<file path="config.mk">
export PLATFORM = sky130hd
export DESIGN_NAME = image_sweep_scheduler_flat
export DESIGN_NICKNAME = d
export VERILOG_FILES = /design/src/rtl/vga_pkg.sv /design/src/rtl/image_sweep_scheduler_if.sv /design/src/rtl/image_sweep_scheduler_pixel_sweep_counter.sv /design/src/rtl/image_sweep_scheduler.sv /design/src/flat_wrapper.sv
export SDC_FILE = /design/constraint.sdc
export NUM_CORES = 1
export LEC_CHECK = 0
export ABC_AREA = 1
export BUFFER_PORTS_ARGS = -buffer_cell sky130_fd_sc_hd__buf_2
export CAP_MARGIN = 20
export CORE_MARGIN = 2
export CORE_UTILIZATION = 59
export CTS_BUF_LIST = sky130_fd_sc_hd__clkbuf_16
export CTS_CLUSTER_SIZE = 16
export DETAILED_ROUTE_END_ITERATION = 8
export GPL_ROUTABILITY_DRIVEN = 0
export PLACE_DENSITY_LB_ADDON = 0.12
export RECOVER_POWER = 50
export SYNTH_ARGS = -nofsm -noshare
export SYNTH_HDL_FRONTEND = slang
export SYNTH_SLANG_ARGS = --single-unit
</file>
<file path="constraint.sdc">
create_clock -name clock -period 5.5 [get_ports clock]
set_input_delay 1.1 -clock clock [delete_from_list [all_inputs] [get_ports clock]]
set_output_delay 1.1 -clock clock [all_outputs]
set_load 0.005 [all_outputs]
</file>
<file path="src/rtl/vga_pkg.sv">
// Shared raster geometry, bus widths and scheduler state encoding.
// No logic; constants and types only.
// Backpressure: not applicable.
package vga_pkg;
    localparam int H_RES            = 160;
    localparam int V_RES            = 120;
    localparam int PIXELS_PER_FRAME = H_RES * V_RES;

    localparam int X_W      = 8;
    localparam int Y_W      = 7;
    localparam int ADDR_W   = 15;
    localparam int COLOUR_W = 3;

    localparam logic [X_W-1:0] X_LAST = X_W'(H_RES - 1);
    localparam logic [Y_W-1:0] Y_LAST = Y_W'(V_RES - 1);

    typedef enum logic [1:0] {
        IDLE  = 2'd0,
        SWEEP = 2'd1,
        FLUSH = 2'd2,
        HOLD  = 2'd3
    } state_t;
endpackage

</file>
<file path="src/rtl/image_sweep_scheduler_if.sv">
// Bundle between the sweep scheduler, the image ROM mux and the vga adapter.
// Wires only, no latency.
// No backpressure: the adapter accepts one plot per cycle unconditionally.
interface image_sweep_scheduler_if;
    logic                          second_pulse;
    logic                          freeze;
    logic [vga_pkg::COLOUR_W-1:0]  rom_data;
    logic [vga_pkg::ADDR_W-1:0]    rom_address;
    logic [1:0]                    rom_select;
    logic [vga_pkg::X_W-1:0]       x;
    logic [vga_pkg::Y_W-1:0]       y;
    logic [vga_pkg::COLOUR_W-1:0]  colour;
    logic                          plot;
    logic                          busy;
    logic                          frame_done;

    // Scheduler side.
    modport master (
        input  second_pulse, freeze, rom_data,
        output rom_address, rom_select, x, y, colour, plot, busy, frame_done
    );

    // Environment side: timebase, ROM and adapter.
    modport slave (
        output second_pulse, freeze, rom_data,
        input  rom_address, rom_select, x, y, colour, plot, busy, frame_done
    );
endinterface

</file>
<file path="src/rtl/image_sweep_scheduler_pixel_sweep_counter.sv">
// Raster walker: sx inner 0..159, sy outer 0..119, address = sy*160 + sx.
// Address is combinational from the counter registers (0 cycles after the count).
// No backpressure: advances on every enabled cycle, wraps to 0 after the last pixel.
module pixel_sweep_counter
    import vga_pkg::*;
(
    input  logic              clock,
    input  logic              reset,
    input  logic              i_clr,
    input  logic              i_en,
    output logic [X_W-1:0]    o_sx,
    output logic [Y_W-1:0]    o_sy,
    output logic [ADDR_W-1:0] o_addr,
    output logic              o_last
);
    logic [X_W-1:0] r_sx;
    logic [Y_W-1:0] r_sy;
    logic           w_x_end;
    logic           w_y_end;

    assign w_x_end = (r_sx == X_LAST);
    assign w_y_end = (r_sy == Y_LAST);

    // Raster stepping: x inner loop, y advances on x wrap, whole raster wraps.
    always_ff @(posedge clock or posedge reset) begin
        if (reset) begin
            r_sx <= '0;
            r_sy <= '0;
        end else if (i_clr) begin
            r_sx <= '0;
            r_sy <= '0;
        end else if (i_en) begin
            if (w_x_end) begin
                r_sx <= '0;
                r_sy <= w_y_end ? '0 : r_sy + Y_W'(1);
            end else begin
                r_sx <= r_sx + X_W'(1);
            end
        end
    end

    // y*160 as y*128 + y*32 keeps this to two adders, no multiplier.
    assign o_addr = ADDR_W'({r_sy, 7'b0}) + ADDR_W'({r_sy, 5'b0}) + ADDR_W'(r_sx);
    assign o_sx   = r_sx;
    assign o_sy   = r_sy;
    assign o_last = w_x_end && w_y_end;
endmodule

</file>
<file path="src/rtl/image_sweep_scheduler.sv">
// Repaints the 160x120 framebuffer from one image ROM, dwells, then moves to the next image.
// Pixel reaches the adapter ROM_LATENCY cycles after its address; frame = 1 + 19200 + ROM_LATENCY cycles.
// No backpressure: one pixel per cycle; freeze only stalls the dwell count in HOLD.
module image_sweep_scheduler
    import vga_pkg::*;
#(
    parameter int NUM_IMAGES    = 3,
    parameter int DWELL_SECONDS = 10,
    parameter int ROM_LATENCY   = 1
) (
    input  logic                    clock,
    input  logic                    reset,
    image_sweep_scheduler_if.master bus
);
    localparam logic [1:0] IMG_LAST   = 2'(NUM_IMAGES - 1);
    localparam logic [3:0] DWELL_LAST = 4'(DWELL_SECONDS - 1);
    localparam logic       FLUSH_LAST = 1'(ROM_LATENCY - 1);

    state_t                r_state;
    logic [1:0]            r_img;
    logic [3:0]            r_dwell;
    logic                  r_flush;
    logic                  r_busy;
    logic                  r_done;
    logic [X_W-1:0]        r_px [ROM_LATENCY];
    logic [Y_W-1:0]        r_py [ROM_LATENCY];
    logic                  r_pv [ROM_LATENCY];
    logic [COLOUR_W-1:0]   r_colour;

    logic [X_W-1:0]        w_sx;
    logic [Y_W-1:0]        w_sy;
    logic [ADDR_W-1:0]     w_addr;
    logic                  w_last;
    logic                  w_col_vld;

    pixel_sweep_counter u_counter (
        .clock  (clock),
        .reset  (reset),
        .i_clr  (r_state == IDLE),
        .i_en   (r_state == SWEEP),
        .o_sx   (w_sx),
        .o_sy   (w_sy),
        .o_addr (w_addr),
        .o_last (w_last)
    );

    // Sequencer: IDLE -> SWEEP -> FLUSH -> HOLD -> IDLE, with busy/frame_done registered here.
    always_ff @(posedge clock or posedge reset) begin
        if (reset) begin
            r_state <= IDLE;
            r_img   <= '0;
            r_dwell <= '0;
            r_flush <= 1'b0;
            r_busy  <= 1'b0;
            r_done  <= 1'b0;
        end else begin
            r_done <= 1'b0;
            case (r_state)
                IDLE: begin
                    r_state <= SWEEP;
                    r_busy  <= 1'b1;
                end
                SWEEP: begin
                    if (w_last) begin
                        r_state <= FLUSH;
                        r_flush <= 1'b0;
                    end
                end
                FLUSH: begin
                    if (r_flush == FLUSH_LAST) begin
                        r_state <= HOLD;
                        r_busy  <= 1'b0;
                        r_done  <= 1'b1;
                    end else begin
                        r_flush <= r_flush + 1'b1;
                    end
                end
                HOLD: begin
                    // A pulse that arrives while frozen is simply lost.
                    if (bus.second_pulse && !bus.freeze) begin
                        if (r_dwell == DWELL_LAST) begin
                            r_dwell <= '0;
                            r_img   <= (r_img == IMG_LAST) ? 2'd0 : r_img + 2'd1;
                            r_state <= IDLE;
                        end else begin
                            r_dwell <= r_dwell + 4'd1;
                        end
                    end
                end
                default: r_state <= IDLE;
            endcase
        end
    end

    // Colour is sampled on the same edge that loads the final stage, so it pairs with its x/y.
    if (ROM_LATENCY == 1) begin : g_col_l1
        assign w_col_vld = (r_state == SWEEP);
    end else begin : g_col_ln
        assign w_col_vld = r_pv[ROM_LATENCY-2];
    end

    // Delay line carrying (sx, sy, valid) to line up with ROM read latency.
    always_ff @(posedge clock or posedge reset) begin
        if (reset) begin
            for (int i = 0; i < ROM_LATENCY; i++) begin
                r_px[i] <= '0;
                r_py[i] <= '0;
                r_pv[i] <= 1'b0;
            end
            r_colour <= '0;
        end else begin
            r_px[0] <= w_sx;
            r_py[0] <= w_sy;
            r_pv[0] <= (r_state == SWEEP);
            for (int i = 1; i < ROM_LATENCY; i++) begin
                r_px[i] <= r_px[i-1];
                r_py[i] <= r_py[i-1];
                r_pv[i] <= r_pv[i-1];
            end
            r_colour <= w_col_vld ? bus.rom_data : '0;
        end
    end

    assign bus.rom_address = w_addr;
    assign bus.rom_select  = r_img;
    assign bus.x           = r_px[ROM_LATENCY-1];
    assign bus.y           = r_py[ROM_LATENCY-1];
    assign bus.plot        = r_pv[ROM_LATENCY-1];
    assign bus.colour      = r_colour;
    assign bus.busy        = r_busy;
    assign bus.frame_done  = r_done;
endmodule

</file>
<file path="src/flat_wrapper.sv">
// flat-port wrapper written by rule: the top's interface ports become plain ports
module image_sweep_scheduler_flat import vga_pkg::*;
#(
    parameter int NUM_IMAGES    = 3,
    parameter int DWELL_SECONDS = 10,
    parameter int ROM_LATENCY   = 1
)
  (clock, reset, bus_second_pulse, bus_freeze, bus_rom_data, bus_rom_address, bus_rom_select, bus_x, bus_y, bus_colour, bus_plot, bus_busy, bus_frame_done);
  image_sweep_scheduler_if bus_i ();
  input  logic clock;
  input  logic reset;
  input wire logic [$bits(bus_i.second_pulse)-1:0] bus_second_pulse;
  input wire logic [$bits(bus_i.freeze)-1:0] bus_freeze;
  input wire logic [$bits(bus_i.rom_data)-1:0] bus_rom_data;
  output wire logic [$bits(bus_i.rom_address)-1:0] bus_rom_address;
  output wire logic [$bits(bus_i.rom_select)-1:0] bus_rom_select;
  output wire logic [$bits(bus_i.x)-1:0] bus_x;
  output wire logic [$bits(bus_i.y)-1:0] bus_y;
  output wire logic [$bits(bus_i.colour)-1:0] bus_colour;
  output wire logic [$bits(bus_i.plot)-1:0] bus_plot;
  output wire logic [$bits(bus_i.busy)-1:0] bus_busy;
  output wire logic [$bits(bus_i.frame_done)-1:0] bus_frame_done;
  assign bus_i.second_pulse = bus_second_pulse;
  assign bus_i.freeze = bus_freeze;
  assign bus_i.rom_data = bus_rom_data;
  assign bus_rom_address = bus_i.rom_address;
  assign bus_rom_select = bus_i.rom_select;
  assign bus_x = bus_i.x;
  assign bus_y = bus_i.y;
  assign bus_colour = bus_i.colour;
  assign bus_plot = bus_i.plot;
  assign bus_busy = bus_i.busy;
  assign bus_frame_done = bus_i.frame_done;
  image_sweep_scheduler #(.NUM_IMAGES(NUM_IMAGES), .DWELL_SECONDS(DWELL_SECONDS), .ROM_LATENCY(ROM_LATENCY)) u_core (.clock(clock), .reset(reset), .bus(bus_i));
endmodule
</file>
# ---- After elaboration in Yosys (flattened, before gate mapping)
# Cells that the tools add are included.
# Widths: inputs -> output; s select.
dict set report totals {
  ff_bits 45
  inputBits 7
  out_inout_bits 38
  wordCells 66
}
dict set report op_classes {
  addsub 7
  eq_ne 11
  n_mux 22
  n_reduce_logical 14
}
# cell n
set ops {}
lappend ops {{$mux 7} 4}
lappend ops {{$mux 8} 3}
lappend ops {{$add 14x12->15} 1}
lappend ops {{$add 15x8->15} 1}
lappend ops {{$mux 2} 5}
lappend ops {{$add 8x1->8 const B} 1}
lappend ops {{$eq 8x8->1 const B} 1}
lappend ops {{$pmux 2 s4} 1}
lappend ops {{$reduce_and 2->1} 4}
lappend ops {{$reduce_bool 2->1} 4}
lappend ops {{$add 7x1->7 const B} 1}
lappend ops {{$eq 7x7->1 const B} 1}
lappend ops {{$eq 2x2->1 const B} 3}
lappend ops {{$mux 1} 5}
lappend ops {{$add 4x1->4 const B} 1}
lappend ops {{$eq 4x4->1 const B} 1}
lappend ops {{$mux 4} 1}
lappend ops {{$ne 2x1->1 const B} 2}
lappend ops {{$ne 2x2->1 const B} 2}
lappend ops {{$pmux 1 s2} 2}
lappend ops {{$reduce_and 4->1} 1}
lappend ops {{$mux 3} 1}
lappend ops {{$reduce_and 3->1} 1}
lappend ops {{$add 2x1->2 const B} 1}
lappend ops {{other kinds (5)} 6}

# ---- Longest topological paths before layout
dict set report depth {
  depth_word 5
  ltp_mapped 10
  depth_no_buf 10
}

# ---- Modules after synthesis
# From an unflattened synthesis, not the netlist that was laid out.
dict set report hier_totals {
  cells_unflattened 264
  area_unflattened_um2 2369.8
}
# mod n_inst cells_per_inst area_each_um2 seq_area_each_um2
set modules_own_cells {}
lappend modules_own_cells {pixel_sweep_counter 1 180 1337.5 375.4}
lappend modules_own_cells {image_sweep_scheduler 1 84 1032.2 725.7}

# ---- Worst setup path before layout
# Ideal clock, no wire load.
dict set report synth_path {
  path_kind {reg2out}
  startpoint {reg u_core.u_counter.r_sx[7] (netlist: u_core.u_counter.o_sx[7])}
  endpoint {out bus_rom_address[12]}
  t_arrival_ns 1.977
  required_ns 4.400
  path_slack_ns 2.423
  path_stages_with_launch 8
  n_path_buf 0
  cell_sequence {dfrtp_1 -> fa_1 -> inv_1 -> fa_1 -> o21ai_2 -> nand2_1 -> a21o_1 -> nand2_1}
}
dict set report synth_via {
  elab_chain_cells 1
}
# element line_no
set synth_rtl {}
lappend synth_rtl {{from (decl)} image_sweep_scheduler_pixel_sweep_counter.sv:16} ;# logic [X_W-1:0] r_sx;
lappend synth_rtl {{from (signal assigned)} image_sweep_scheduler_pixel_sweep_counter.sv:37} ;# r_sx <= r_sx + X_W'(1);
lappend synth_rtl {{$add 15x8->15} image_sweep_scheduler_pixel_sweep_counter.sv:43} ;# assign o_addr = ADDR_W'({r_sy, 7'b0}) + ADDR_W'({r_sy, 5'b0}) + ADDR_W'(r_sx);
lappend synth_rtl {{to (decl)} flat_wrapper.sv:15} ;# output wire logic [$bits(bus_i.rom_address)-1:0] bus_rom_address;
# No other way between the ends.

# ---- Final worst setup path
# Ends and elaborated chain as after synthesis.

==> metrics.md <==
| Metric | Value |
|---|---|
| Status | `finished, violations left` |
| Failing checks | `capacitance limit, slew limit` |
| PwrDens | `239 mW/mm2` |
| Library cells used by synthesis | `30` |
| Fin crit share | `65.3%` |
| Worst-path cell with the longest stage delay | `fa_1` |
| Hold Startpoint | `u_core.u_counter.o_sx[5]` |
| Flops & latches, synth | `44` |
| Layout cell share with drive strength beyond 1 | `22.9%` |
| Commonest cells in the synthesized netlist | `58 x nand2_1, 44 x dfrtp_1, 33 x inv_1, 26 x nand3_1, 25 x nor2_1` |
| Number of fill cells in the layout | `312` |
| Syn Inst Count | `273` |
| ANT cells | `0` |
| Worst vdd ir | `0.000194 V` |
| Hold bufs inserted after CTS | `0` |
| Pin count of the biggest net entering global routing | `45` |
| RSZ-0062 raised after global routing | `no` |
| Max-cap violations | `1` |
| Drt first-iter violations | `102` |
| Kind of critical path | `reg -> out` |
| Grt total ovfl | `0` |
| Initial antenna violation count | `0` |
| Worst r2r dst | `u_core.u_counter.o_sx[5]` |
| Critical Path RT | `4.40 ns` |
| Area Growth Syn to Fin | `16.8%` |
| Buffers on Ports | `44` |
| Setup TNS | `0 ns` |
| Final WS setup | `1.91 ns` |
| Syn. warnings | `0` |
| Worst-Margin Slew | `2.25 ns` |
| Min-Delay Path Depth | `0` |
| Resize count post-CTS | `0` |
| Setup crit start kind | `flip-flop` |
| Rel. slew slack | `-50.3%` |
| Core box area | `0.00394 mm2` |
| CTS clk-pin slew, worst paths | `0.06 ns` |
| Routed vias/inst | `5.04` |
| IO Count | `45` |
| Clk buf depth | `2` |
| Reg2Reg Depth | `8` |
| Setup repair bufs after CTS | `0` |
| Total power | `0.667 mW` |
| CTS tree | `built` |
| Later-pin clock latency in the skew report | `0.28 ns` |
| Post-synth EDFFs | `0` |
| Nets@finish | `346` |
| Post-Syn Nets | `301` |
| Die height | `67.6 um` |
| Multi-input gate area | `0.00109 mm2` |
| GR Util All Layers | `21.5%` |
| Endpoints failing hold | `0` |
| Die area | `0.00457 mm2` |
| Area leader, netlist | `dfrtp_1` |
| Pre-CTS setup slack | `2.19 ns` |
| RR Startpoint | `u_core.r_state[1]` |
| First drt pass iteration count | `4` |
| First-pass GRT wire length | `7260 um` |
| Number of global-route vias before repair | `1628` |
| Top post-synthesis cells by area | `dfrtp_1 46%, ha_1 10%, nand2_1 9.1%` |
| Drt total wl | `4370 um` |
| Clock skew | `0.00623 ns` |
| Arrival @ worst endpoint | `2.49 ns` |
| Area share of the largest cell type after synthesis | `46.1%` |
| Final min period | `3.59 ns` |
| # rows | `23` |
| Starting Density | `60.5%` |
| Final Core Density | `70.7%` |
| Leak | `1.56 nW` |
| Design area | `0.00279 mm2` |
| Critical path fanouts, max | `6` |
| Fin. max-slew vios | `45` |
| Post-synthesis sequential area ratio | `46.1%` |
| Num CTS Buffers | `5` |
| Netlist Area Pre-Place | `0.00239 mm2` |
| DP HPWL | `3210 um` |
| Per-cell routed wire length | `11.8 um` |
| Final ANT Viol Nets | `0` |
| Sequential standard cell area | `0.00110 mm2` |
| Die Wd | `67.6 um` |
| CP Capture Type | `primary output` |
| Via count | `1861` |
| Synth Flop Type | `dfrtp_1` |
| CP Cell Sequence | `fa_1 > inv_1 > fa_1 > o21ai_2 > nand2_1 > a21o_1 > nand2_1 > buf_2` |
| Reg2reg setup slack | `3.85 ns` |
| Drc violations | `0` |
| Clk sinks | `44` |
| H-Tree Level Count | `2` |
| Fmax | `278 MHz` |
| Top-count cell post-synth | `nand2_1` |
| Worst path max stage delay | `0.58 ns` |
| Synthesized area per cell | `8.74 um2` |
| Worst hold-check path type | `reg -> reg` |
| Min-Delay Endpoint | `u_core.bus.x[5]` |
| Clk root buf | `clkbuf_16` |
| Placed inst area | `0.00262 mm2` |
| Share of flip-flops with an asynchronous set or reset | `100%` |
| Final count of negative-setup-slack endpoints | `0` |
-- through the flow --
step                      hold WS (ns)  cells
after floorplan                  0.379    273
after global placement           0.441    361
after detailed placement         0.430    361
after CTS                        0.452    369
after global routing             0.458    369
final                            0.448    369
-- routing by layer --
| layer | track usage [%] | part of all wire [%] |
|---|---|---|
| met5 | 0 | 0 |
| met4 | 8.67 | 1.7 |
| met3 | 5.50 | 5.2 |
| met2 | 33.2 | 46 |
| met1 | 28.8 | 47 |
-- final cells by class --
type                            instances  area share (%)
Sequential cell                        44            39.5
Multi-Input combinational cell        184            39.0
Timing Repair Buffer                   45            8.03
Inverter                               38            5.21
Clock buffer                            5            4.49
Tap cell                               50            2.24
Clock inverter                          3            1.53
-- cell families after synthesis --
group | count (synthesis) | synth area share [%]
AND/OR/NAND/NOR | 129 | 24.5
flip-flops | 44 | 46.1
buffers and inverters | 45 | 8.29
XOR/XNOR | 7 | 2.57
AO/OA/AOI/OAI | 27 | 6.87
adder cells (fa/ha/maj) | 21 | 11.6
-- worst max-delay path by stage --
| stage | startpoint | endpoint | cells after the start |
|---|---|---|---|
| finish | u_core.u_counter.o_sx[7] | bus_rom_address[12] | 8 |
| global route | u_core.u_counter.o_sx[7] | bus_rom_address[12] | 8 |
| CTS | u_core.u_counter.o_sx[7] | bus_rom_address[12] | 8 |
| detailed placement | u_core.u_counter.o_sx[7] | bus_rom_address[12] | 8 |
| global placement | u_core.u_counter.o_sx[7] | bus_rom_address[12] | 8 |
| floorplan | u_core.u_counter.o_sx[7] | bus_rom_address[12] | 7 |
-- flip-flops by register name (all words and copies together) (netlist names) --
| signal | count |
|---|---|
| u_core.bus.busy | 1 |
| u_core.bus.colour | 3 |
| u_core.bus.frame_done | 1 |
| u_core.bus.plot | 1 |
| u_core.bus.rom_select | 2 |
| u_core.bus.x | 8 |
| u_core.bus.y | 7 |
| u_core.r_dwell | 4 |
| u_core.r_state | 2 |
| u_core.u_counter.o_sx | 8 |
| u_core.u_counter.o_sy | 7 |
-- layout by cell type (no fill, tap or decap), drive strengths merged, types with 2 or more instances in the layout --
cell type  count
nand2         69
buf           44
dfrtp         44
inv           37
nor2          29
nand3         26
ha            19
o21ai         10
a21oi          6
clkbuf         6
xor2           5
clkinv         3
nor3           2
nand4          2
xnor2          2
a21o           2
o21bai         2
o22ai          2
fa             2
-- where the power goes --
group	total [mW]	switching [mW]	leakage (nW)	internal (mW)
Sequential	0.325	0.000200	0.543	0.325
Clock	0.332	0.118	0.0814	0.213
Combinational	0.0107	0.00779	0.933	0.00292
Total	0.667	0.126	1.56	0.541
-- worst max-delay path: cells and delay by family, from the launching register on --
family,cells,cell delay [ns]
flip-flops,1,0.45
adder cells (fa/ha/maj),2,1.05
buffers and inverters,2,0.16
AND/OR/NAND/NOR,2,0.14
AO/OA/AOI/OAI,2,0.39
(Power assumes the default switching activity.)
